[src/rtl/div_pkg.sv]
// Shared types and constants for the iterative restoring divider.
// The optional signed mode is enabled by the DIV_SIGNED_EN macro and
// lives in div_unit.sv; this package is the same in both builds.
package div_pkg;

    // Default operand / quotient / remainder width.
    localparam int DIV_WIDTH = 32;

    // Iteration counter width: counts WIDTH-1 down to 0.
    localparam int DIV_CNT_W = $clog2(DIV_WIDTH);

    // Divider control states.
    typedef enum logic [1:0] {
        IDLE = 2'd0,
        BUSY = 2'd1,
        DONE = 2'd2
    } div_state_t;

endpackage

[src/rtl/div_step.sv]
// One radix-2 restoring division iteration, purely combinational.
// The partial remainder is shifted left with the next dividend bit.
// The divisor magnitude is then trial-subtracted. A non-negative
// difference is kept and yields quotient bit 1. Otherwise the shifted
// value is restored and the quotient bit is 0. The trial is computed
// one bit wider than the partial remainder, so its sign bit is a
// reliable borrow indicator.
module div_step
    import div_pkg::*;
#(
    parameter int WIDTH = DIV_WIDTH
) (
    input  logic [WIDTH:0]   part_rem,
    input  logic             next_bit,
    input  logic [WIDTH-1:0] dvs_mag,
    output logic [WIDTH:0]   new_rem,
    output logic             q_bit
);

    logic [WIDTH+1:0] shifted_s;
    logic [WIDTH+1:0] diff_s;

    // Shift, trial-subtract, then keep or restore.
    always_comb begin
        shifted_s = {part_rem, next_bit};
        diff_s    = shifted_s - {2'b00, dvs_mag};
        if (diff_s[WIDTH+1] == 1'b0) begin
            new_rem = diff_s[WIDTH:0];
            q_bit   = 1'b1;
        end else begin
            new_rem = shifted_s[WIDTH:0];
            q_bit   = 1'b0;
        end
    end

endmodule

[src/rtl/div_unit.sv]
// Iterative multi-cycle integer divider (radix-2 restoring).
// It takes WIDTH BUSY cycles per division, and divide-by-zero
// completes in one cycle. divIsActive stalls the PC update stage
// while a division is accepted or running.
// Optional feature: define DIV_SIGNED_EN to honour isSigned. This adds
// magnitude conversion on entry and sign fix-up on exit. Without it,
// every division is unsigned and no negation logic exists.
module div_unit
    import div_pkg::*;
#(
    parameter int WIDTH = DIV_WIDTH
) (
    input  logic             clk,
    input  logic             reset_n,
    input  logic             start,
    input  logic             isSigned,
    input  logic [WIDTH-1:0] dividend,
    input  logic [WIDTH-1:0] divisor,
    output logic [WIDTH-1:0] quotient,
    output logic [WIDTH-1:0] remainder,
    output logic             done,
    output logic             divIsActive
);

    localparam int CNT_W = $clog2(WIDTH);

    // Control state and iteration counter.
    div_state_t       state_r;
    logic [CNT_W-1:0] count_r;

    // Working registers.
    // work_r shifts dividend bits out at the top.
    // Quotient bits shift in at the bottom.
    logic [WIDTH:0]   prem_r;
    logic [WIDTH-1:0] work_r;
    logic [WIDTH-1:0] dvs_r;

    // Registered results.
    logic [WIDTH-1:0] quotient_r;
    logic [WIDTH-1:0] remainder_r;
    logic             done_r;

    // Combinational helpers.
    logic             accept_s;
    logic             div_zero_s;
    logic [WIDTH-1:0] dvd_mag_s;
    logic [WIDTH-1:0] dvs_mag_s;
    logic [WIDTH:0]   step_rem_s;
    logic             step_q_s;
    logic [WIDTH-1:0] raw_q_s;
    logic [WIDTH-1:0] raw_r_s;
    logic [WIDTH-1:0] fin_q_s;
    logic [WIDTH-1:0] fin_r_s;

`ifdef DIV_SIGNED_EN
    logic             neg_dvd_s;
    logic             neg_dvs_s;
    logic             neg_q_r;
    logic             neg_r_r;
`else
    // isSigned has no function in the unsigned-only build.
    logic             sign_unused_s;
    assign sign_unused_s = isSigned;
`endif

    // A request is taken only when no division is running.
    always_comb begin
        accept_s = 1'b0;
        if (start && ((state_r == IDLE) || (state_r == DONE))) begin
            accept_s = 1'b1;
        end else begin
            accept_s = 1'b0;
        end
    end

    assign div_zero_s = (divisor == {WIDTH{1'b0}});

    // Stall PC update for the accept cycle and every BUSY cycle.
    // The stall is suppressed while reset is asserted.
    assign divIsActive = reset_n & (accept_s | (state_r == BUSY));

`ifdef DIV_SIGNED_EN
    // Operand magnitudes and sign flags for a signed request.
    // |-2^(WIDTH-1)| still fits because magnitudes are unsigned.
    always_comb begin
        neg_dvd_s = isSigned & dividend[WIDTH-1];
        neg_dvs_s = isSigned & divisor[WIDTH-1];
        dvd_mag_s = neg_dvd_s ? ((~dividend) + WIDTH'(1)) : dividend;
        dvs_mag_s = neg_dvs_s ? ((~divisor) + WIDTH'(1)) : divisor;
    end
`else
    // Unsigned-only build: operands are already magnitudes.
    always_comb begin
        dvd_mag_s = dividend;
        dvs_mag_s = divisor;
    end
`endif

    // The single shared iteration datapath, reused every BUSY cycle.
    div_step #(
        .WIDTH    (WIDTH)
    ) u_step (
        .part_rem (prem_r),
        .next_bit (work_r[WIDTH-1]),
        .dvs_mag  (dvs_r),
        .new_rem  (step_rem_s),
        .q_bit    (step_q_s)
    );

    assign raw_q_s = {work_r[WIDTH-2:0], step_q_s};
    assign raw_r_s = step_rem_s[WIDTH-1:0];

`ifdef DIV_SIGNED_EN
    // Final sign fix-up.
    // The quotient is negated when the operand signs differ.
    // The remainder follows the dividend's sign.
    always_comb begin
        fin_q_s = neg_q_r ? ((~raw_q_s) + WIDTH'(1)) : raw_q_s;
        fin_r_s = neg_r_r ? ((~raw_r_s) + WIDTH'(1)) : raw_r_s;
    end
`else
    // Unsigned-only build: the raw iteration result is final.
    always_comb begin
        fin_q_s = raw_q_s;
        fin_r_s = raw_r_s;
    end
`endif

    // Divider FSM: accept, iterate, and register results.
    always_ff @(posedge clk) begin
        if (!reset_n) begin
            state_r     <= IDLE;
            count_r     <= {CNT_W{1'b0}};
            prem_r      <= {(WIDTH+1){1'b0}};
            work_r      <= {WIDTH{1'b0}};
            dvs_r       <= {WIDTH{1'b0}};
            quotient_r  <= {WIDTH{1'b0}};
            remainder_r <= {WIDTH{1'b0}};
            done_r      <= 1'b0;
`ifdef DIV_SIGNED_EN
            neg_q_r     <= 1'b0;
            neg_r_r     <= 1'b0;
`endif
        end else begin
            case (state_r)
                IDLE, DONE: begin
                    if (accept_s) begin
                        if (div_zero_s) begin
                            // Divide-by-zero finishes next cycle.
                            // The raw dividend is returned as the remainder.
                            quotient_r  <= {WIDTH{1'b1}};
                            remainder_r <= dividend;
                            done_r      <= 1'b1;
                            state_r     <= DONE;
                        end else begin
                            prem_r  <= {(WIDTH+1){1'b0}};
                            work_r  <= dvd_mag_s;
                            dvs_r   <= dvs_mag_s;
                            count_r <= CNT_W'(WIDTH - 1);
`ifdef DIV_SIGNED_EN
                            neg_q_r <= neg_dvd_s ^ neg_dvs_s;
                            neg_r_r <= neg_dvd_s;
`endif
                            done_r  <= 1'b0;
                            state_r <= BUSY;
                        end
                    end else begin
                        done_r  <= 1'b0;
                        state_r <= IDLE;
                    end
                end
                BUSY: begin
                    prem_r <= step_rem_s;
                    work_r <= raw_q_s;
                    if (count_r == {CNT_W{1'b0}}) begin
                        quotient_r  <= fin_q_s;
                        remainder_r <= fin_r_s;
                        done_r      <= 1'b1;
                        state_r     <= DONE;
                    end else begin
                        count_r <= count_r - CNT_W'(1);
                        done_r  <= 1'b0;
                        state_r <= BUSY;
                    end
                end
                default: begin
                    done_r  <= 1'b0;
                    state_r <= IDLE;
                end
            endcase
        end
    end

    assign quotient  = quotient_r;
    assign remainder = remainder_r;
    assign done      = done_r;

endmodule
[config.mk]
export PLATFORM = sky130hd
export DESIGN_NAME = div_unit
export DESIGN_NICKNAME = d
export VERILOG_FILES = /design/src/rtl/div_pkg.sv /design/src/rtl/div_step.sv /design/src/rtl/div_unit.sv
export SDC_FILE = /design/constraint.sdc
export NUM_CORES = 1
export LEC_CHECK = 0
export ABC_AREA = 1
export CAP_MARGIN = 15
export CORE_MARGIN = 2
export CORE_UTILIZATION = 38
export CTS_CLUSTER_SIZE = 20
export DETAILED_ROUTE_END_ITERATION = 7
export GPL_TIMING_DRIVEN = 1
export PLACE_DENSITY = 0.63
export SYNTH_ARGS = -nofsm -noshare
export SYNTH_HDL_FRONTEND = slang
export SYNTH_SLANG_ARGS = --single-unit
[constraint.sdc]
create_clock -name clk -period 5.2 [get_ports clk]
set_input_delay 1.04 -clock clk [delete_from_list [all_inputs] [get_ports clk]]
set_output_delay 1.04 -clock clk [all_outputs]
set_load 0.005 [all_outputs]
Yosys cells after proc, flatten, opt, wreduce, memory -nomap -nowiden
Index checks and enable logic that the tools add are counted.

Add/sub/neg operators: 2. Equality and inequality tests: 7. Muxes and demuxes: 29. Bitwise gates (word level): 3. Reduce and logical (&&, ||, !) cells: 11.

Operator list (number): 32-bit 2-to-1 mux (8); 32-bit case mux with 2 select lines (3); 33-bit 2-to-1 mux (3); 33-bit case mux with 2 select lines (1); 34-bit by 32-bit subtractor with 34-bit output (1); 32-bit zero test (1); 5-bit 2-to-1 mux (3); 5-bit case mux with 2 select lines (1); 2-bit inequality test (second input constant) (4); 4-bit AND reduction (2); 2-bit 2-to-1 mux (3); 3-bit AND reduction (2); 5-bit zero test (1); 1-bit 2-to-1 mux (5); 5-bit by 1-bit subtractor with 5-bit output (second input constant) (1); 2-bit case mux with 2 select lines (1); 2-bit by 1-bit == test with 1-bit output (second input constant) (1); 2-bit == test (second input constant) (1); 2-bit zero test (1); 2-bit by 1-bit inequality test with 1-bit output (second input constant) (1); 1-bit case mux with 2 select lines (1); 2-bit nonzero test (1); 2-bit OR reduction (1); 1-bit AND (1); other kinds (4) (4).

Register bits after elaboration: 169. Input bits: 68. Output and inout bits: 66. Logic and storage cells: 60.

Longest topological paths before layout
Gate-level depths: netlist (run 1).

Depth in word-level cells: 6. Depth in mapped cells: 19. Mapped depth without buffers: 18.

Cells and area by module
From an unflattened synthesis (run 1), not the netlist that was laid out.

Cell total of the unflattened synthesis: 1751. Area, all modules: 10646.5 sq um.

By module, submodules not included: div_unit (times used 1, cells an instance 1030, area each 7201.9 sq um); div_step (times used 1, cells an instance 721, area each 3444.6 sq um).

Worst setup path before layout (run 1)
Ideal clock, no wire load.

Path type: input port to output port. From: input reset_n. To: output divIsActive. Arrival: 1.730 ns. Data required time: 4.160 ns. Path slack: 2.430 ns. Cell stages on the path: 4. Buffers on the path: 2. Cells stage by stage: inv_1 -> clkbuf_1 -> clkbuf_1 -> nor2_1.

Word-level cells in the longest chain between the ends: 1.

RTL lines: from (decl) (line div_unit.sv:14) `input logic reset_n,`; 1-bit AND (line div_unit.sv:80) `assign divIsActive = reset_n & (accept_s | (state_r == BUSY));`; to (decl) (line div_unit.sv:22) `output logic divIsActive`.

No other way between the ends.

Worst setup path after layout (run 1)
From: input divisor[27]. To: register work_r[25].

Word-level cells in the longest chain between the ends: 3.

RTL lines: from (decl) (line div_unit.sv:18) `input logic [WIDTH-1:0] divisor,`; 32-bit zero test (line div_unit.sv:76) `assign div_zero_s = (divisor == {WIDTH{1'b0}});`; 2-bit inequality test (no source line); 3-bit AND reduction (no source line); to (signal assigned) (line div_unit.sv:135) `work_r <= {WIDTH{1'b0}};`; to (signal assigned) (line div_unit.sv:157) `work_r <= dvd_mag_s;`; to (signal assigned) (line div_unit.sv:174) `work_r <= raw_q_s;`; to (decl) (line div_unit.sv:35) `logic [WIDTH-1:0] work_r;`.

No other way between the ends. A chain may end at the register's enable or synchronous reset.

==> impl_metrics.json, run 1 <==
{
  "dpl_worst_slack_ns": 1.10,
  "numCtsBuffers": 17,
  "gp_congestion": 0.904,
  "grt_pass1_wl_um": 49900,
  "ant_nets": 0,
  "cts_hold_buf": 0,
  "viasPerCell": 4.97,
  "p_per_area_nw_per_um2": 366,
  "synth_cell_types": 41,
  "cp_top_family": "simple AND/OR/NAND/NOR gates",
  "yosys-top-cells-area": "dfxtp_1 (33%), nand2_1 (12%), inv_1 (11%)",
  "drt-total-wl_um": 31300,
  "synth_xor_area_share_pct": 1.53,
  "power_leakage_nw": 6.32,
  "rows": 60,
  "grt_max_degree": 123,
  "synth_compound_area_share_pct": 13.9,
  "fin_setup_tns_ns": 0,
  "die_h_um": 168,
  "dp_cells": 2039,
  "portBuffers": 132,
  "grt_usage_pct": 22.0,
  "vias": 10297,
  "dp_hpwl_um": 22700,
  "yosys.area_share.adder_pct": 4.33,
  "ys_ff_latch": 168,
  "worst_slew_margin_rel_pct": 20.7,
  "cp.arrival_ns": 4.01,
  "min_period_over_period_pct": 70.0,
  "htree_levels": 4,
  "io_pins": 134,
  "fin_hold_ws_ns": 0.459,
  "cts_tree": "done",
  "hold_path.class": "reg2reg",
  "clock-sinks": 168,
  "final_cell_area_um2": 12400,
  "avgSynthCellArea_um2": 6.30,
  "drive_above_1_share_pct": 5.38,
  "synthSimpleGateAreaFrac_pct": 32.6,
  "avgRoutedWirePerCell_um": 15.1,
  "first_iter_violations": 672,
  "fin_skew_ns": 0.0132,
  "yosys_warnings": 0,
  "fp.coreArea_um2": 26700,
  "path_cells": "clkdlybuf4s50_1 > nor4_1 > nand4_1 > nor2_1 > inv_1 > nand2_2 > nand2_2 > clkinv_1 > buf_4 > nor2_1 > nor2_1",
  "ys_seq_area_share_pct": 32.7,
  "grt_pass1_vias": 9762,
  "start_util_pct": 38.5,
  "synth_top_family_by_area": "simple AND/OR/NAND/NOR gates",
  "synth_fp_nets": 1733,
  "area_delta_synth_final_pct": 20.3,
  "synthCells": 1630,
  "gr-total-overflow": 0,
  "fmax_ghz": 0.275,
  "timing.critical_path.mode_cell": "nor2_1",
  "status": "finished, final reports clean",
  "drc": 0,
  "dpl-instance-area_um2": 11800,
  "diodes": 0,
  "grt_antenna_before_repair": 0,
  "drv_slew": 0,
  "end_kind": "flip-flop",
  "die_x_um": 168,
  "setup_viol": 0,
  "tightest_slew_ns": 1.19,
  "synth_top_area_cell": "dfxtp_1",
  "first_pass_iters": 5,
  "vdd_drop_max_uv": 225,
  "die-area_um2": 28400,
  "max_cap_viol_count": 0,
  "post_cts_buffers": 0,
  "cp_num_buf_inv": 4,
  "hold_violations": 0,
  "period_needed_ns": 3.64,
  "cts_buffer_depth": 2,
  "fin_ws_ns": 1.56,
  "critical_path_peak_fanout": 35,
  "final_cell_count_no_fill": 2071,
  "clk_latency_ns": 0.44,
  "start_kind": "primary input",
  "muxShareOfSynthArea_pct": 0,
  "path_class": "in2reg",
  "finalNetCount": 1820,
  "worstPathRequired_ns": 5.57,
  "cpMaxStageDelayCell": "nor4_1",
  "cts_root_buf": "clkbuf_16",
  "synth_top_area_share_pct": 32.7,
  "max_stage_delay_ns": 0.49,
  "path_clk_slew_ns": 0.07,
  "cts_resized": 0,
  "rsz0062_at_grt": "no",
  "syn_area_um2": 10300
}
worst paths after layout:
path	start	endpoint	slack [ns]	cells after the start
worst max-delay path	divisor[27]	work_r[25]$_SDFFE_PN0P_	1.56	11
worst max register to register	state_r[0]$_SDFF_PN0_	remainder[8]$_SDFFE_PN0P_	2.25	11
worst min register to register	dvs_r[14]$_SDFFE_PN0P_	dvs_r[14]$_SDFFE_PN0P_	0.46	2
worst min-delay path	dvs_r[14]$_SDFFE_PN0P_	dvs_r[14]$_SDFFE_PN0P_	0.46	2
cells in the mapped netlist, drive strengths merged:
master / instances
nand4: 45
a31oi: 24
o211ai: 3
a21o: 1
buf: 32
o21bai: 2
nor3: 3
fa: 1
xnor2: 4
nor2: 205
o21ai: 166
nor4: 9
nand3: 136
clkbuf: 43
xor2: 14
clkinv: 1
dfxtp: 168
nand2: 346
or2: 1
ha: 34
nand3b: 2
inv: 314
and2: 1
a21oi: 73
o21a: 2
worst min-delay path: cells and delay by family, from the launching register on:
family / cells / cell delay [ns]
flops: 1 / 0.30
compound gates: 1 / 0.05
buf+inv: 1 / 0.06
routing by layer:
metal / wire (um) / global-route usage (%) / vias up
met2: 13300 / 33.6 / 249
met1: 15600 / 31.4 / 4691
met3: 1740 / 4.33 / 41
met4: 644 / 6.45 / 0
li1: - / - / 5316
met5: 0 / 0 / -
cells in the final DEF, fill, tap and decap left out, drive strengths merged:
master	netlist	layout
clkinvlp	0	1
clkinv	1	6
o21ai	166	166
a31oi	24	24
o211ai	3	3
nor2	205	205
dfxtp	168	168
nor4	9	9
nand4	45	45
clkdlybuf4s50	0	131
xor2	14	14
buf	32	12
fa	1	1
inv	314	322
clkbuf	43	18
a21o	1	1
or2	1	1
nand2	346	346
o21a	2	2
nand3b	2	2
and2	1	1
o21bai	2	2
ha	34	34
xnor2	4	4
nor3	3	3
a21oi	73	73
nand3	136	136
layout make-up:
type / instances / area [um^2]
Timing Repair Buffer: 143 / 1410
Multi-Input combinational cell: 1072 / 5390
Fill cell: 2784 / 14400
Sequential cell: 168 / 3360
Clock buffer: 18 / 429
Tap cell: 341 / 427
Inverter: 315 / 1180
Clock inverter: 14 / 154
registers in the layout, summed over array words and instances (netlist names):
name / cells
prem_r: 33
count_r: 5
quotient: 32
dvs_r: 32
state_r: 2
work_r: 32
remainder: 32
kinds of logic (layout without fill, tap and decap cells):
family                     after synthesis  in the layout
AOI/OAI and AO/OA                      271            271
xor gates and xnor gates                18             18
adders and majority gates               35             35
buffers and inverters                  390            490
DFF                                    168            168
and+or+nand+nor                        748            748
through the flow:
stage                     util (%)  power (mW)
after floorplan                  -        2.76
after global placement        44.1        3.23
after detailed placement      44.1        3.25
after CTS                     46.2        4.53
after global routing          46.2        4.81
final                         46.2        4.52
power breakdown:
group          internal, mW  leakage (nW)  total, mW  switching (mW)
logic                 0.590          4.66       1.73            1.14
registers              1.42          1.38       1.51          0.0905
clock network         0.645         0.282       1.28           0.634
total                  2.65          6.32       4.52            1.87
Power figures use the tool's default switching activity.
==> inputs of run 2 (changes only) <==
- clock period: 5.2 -> 3.6 ns (I/O delays scaled with it)
==> run 2 against run 1 <==
Against the previous run:
- register-to-register slack worse by 1.5 ns
- via count down 0.17%
- sequential share of layout area down 0.20 points
- final cell count up 0.19%
- global-route usage up 0.48 points
- combinational power up 46%
- critical endpoint is now remainder[5]$_SDFFE_PN0P_
- largest cell class unchanged
- largest power group unchanged
- highest routed layer unchanged
==> impl_metrics.json, run 2 (synthesis results as in run 1) <==
{
  "gp_congestion": 0.925,
  "die_x_um": 168,
  "dpl_worst_slack_ns": 0.307,
  "cpMaxStageDelayCell": "ha_1",
  "avgRoutedWirePerCell_um": 15.3,
  "cts_resized": 0,
  "clock-sinks": 168,
  "post-route-util_pct": 46.6,
  "period_needed_ns": 2.90,
  "hold_path.class": "reg2reg",
  "drc": 0,
  "drv_slew": 0,
  "rows": 60,
  "portBuffers": 132,
  "cts_hold_buf": 0,
  "cts_tree": "done",
  "io_pins": 134,
  "path_cells": "ha_1 > nand2_1 > inv_1 > nand2_1 > nand3_1 > nand2_1 > nand2_1 > a21oi_4 > nand3_4 > nand2_8 > nand3_1 > nand3_1 > nand2_1 > inv_1",
  "drive_above_1_share_pct": 5.65,
  "hold_violations": 0,
  "dp_hpwl_um": 23200,
  "fin_skew_ns": 0.0132,
  "p_per_area_nw_per_um2": 529,
  "status": "finished, final reports clean",
  "finalNetCount": 1824,
  "rsz0062_at_grt": "no",
  "setup_viol": 0,
  "drt-total-wl_um": 31700,
  "die_h_um": 168,
  "timing.rr.start": "prem_r[18]$_SDFFE_PN0P_",
  "tightest_slew_ns": 1.13,
  "fp.coreArea_um2": 26700,
  "path_clk_slew_ns": 0.08,
  "largest_reg_flops": 33,
  "min_period_over_period_pct": 80.5,
  "htree_levels": 4,
  "fillerInstances": 2816,
  "worst_slew_margin_rel_pct": 25.0,
  "top_register": "prem_r",
  "power_leakage_nw": 6.37,
  "fmax_ghz": 0.345,
  "rrSetupSlack_ns": 0.70,
  "numCtsBuffers": 17,
  "end_kind": "flip-flop",
  "grt_usage_pct": 22.5,
  "timing.critical_path.mode_cell": "nand2_1",
  "post_cts_buffers": 0,
  "diodes": 0,
  "path_class": "reg2reg",
  "viasPerCell": 4.95,
  "whs_path_depth": 2,
  "grt_pass1_vias": 9879,
  "clk_latency_ns": 0.44,
  "fin_hold_ws_ns": 0.462,
  "die-area_um2": 28400,
  "first_iter_violations": 728,
  "cp.arrival_ns": 3.27,
  "holdPathEnd": "quotient[5]$_SDFFE_PN0P_",
  "ant_nets": 0,
  "fin_ws_ns": 0.702,
  "grt_antenna_before_repair": 0,
  "grt_max_degree": 123,
  "rr_worst_depth": 14,
  "max_cap_viol_count": 0,
  "r2r_end": "remainder[5]$_SDFFE_PN0P_",
  "area_delta_synth_final_pct": 21.1,
  "hold_start": "quotient[5]$_SDFFE_PN0P_",
  "start_kind": "flip-flop",
  "vdd_drop_max_uv": 361,
  "cts_buffer_depth": 2,
  "vias": 10280,
  "grt_pass1_wl_um": 51200,
  "max_stage_delay_ns": 0.43,
  "start_util_pct": 38.5,
  "critical_path_peak_fanout": 26,
  "mostFrequentLayoutCells": "nand2_1 (333), inv_1 (310), nor2_1 (199)",
  "gr-total-overflow": 0,
  "cts_root_buf": "clkbuf_16",
  "first_pass_iters": 5,
  "power_mw": 6.58,
  "worstPathRequired_ns": 3.97,
  "fin_setup_tns_ns": 0,
  "layout_commonest_cell": "nand2_1"
}
run 2: cell types whose count changed in the layout (fill, tap and decap cells not counted):
cell      delta
clkbuf_8     +1
clkinv_4     +3
inv_6        -3
clkbuf_1     -1
buf_12       +4
run 2: worst max-delay path by stage:
stage / startpoint / end / slack, ns / cells past startpoint
floorplan: reset_n / divIsActive / 1.47 / 4
global placement: divisor[15] / count_r[1]$_SDFFE_PN0P_ / 0.32 / 11
detailed placement: divisor[16] / remainder[7]$_SDFFE_PN0P_ / 0.31 / 13
CTS: prem_r[18]$_SDFFE_PN0P_ / remainder[5]$_SDFFE_PN0P_ / 0.74 / 14
global route: prem_r[14]$_SDFFE_PN0P_ / remainder[5]$_SDFFE_PN0P_ / 0.54 / 15
finish: prem_r[18]$_SDFFE_PN0P_ / remainder[5]$_SDFFE_PN0P_ / 0.70 / 14
run 2: area by class of cell:
class / instances / area (um^2) / share of cell area (%)
multi-input combinational: 1072 / 5390 / 43.3
timing repair buffer: 147 / 1490 / 12.0
clock buffer: 18 / 439 / 3.53
inverter: 315 / 1180 / 9.50
sequential: 168 / 3360 / 27.0
tap: 341 / 427 / 3.43
clock inverter: 14 / 154 / 1.24
run 2: power breakdown:
part / leakage [nW] / switching [mW] / internal [mW]
clock: 0.287 / 0.931 / 0.947
sequential: 1.38 / 0.137 / 2.05
combinational: 4.70 / 1.65 / 0.865
run 2: worst max-delay path: cells and delay by family (launching register included):
family	cells	cell delay (ns)
AOI/OAI and AO/OA	1	0.23
adders and majority gates	1	0.43
DFF	1	0.37
buffers and inverters	2	0.11
and+or+nand+nor	10	1.70
run 2: per-layer routing:
metal / track usage (%) / vias up / routed length, um
li1: - / 5323 / -
met1: 32.4 / 4674 / 15800
met2: 34.6 / 254 / 13700
met3: 4.25 / 29 / 1700
met4: 5.25 / 0 / 459
met5: 0 / - / 0
run 2: metrics by stage:
| stage | std cells | area [um^2] |
|---|---|---|
| after floorplan | 1630 | 10300 |
| after global placement | 2043 | 11900 |
| after detailed placement | 2043 | 11900 |
| after CTS | 2075 | 12400 |
| after global routing | 2075 | 12400 |
| final | 2075 | 12400 |
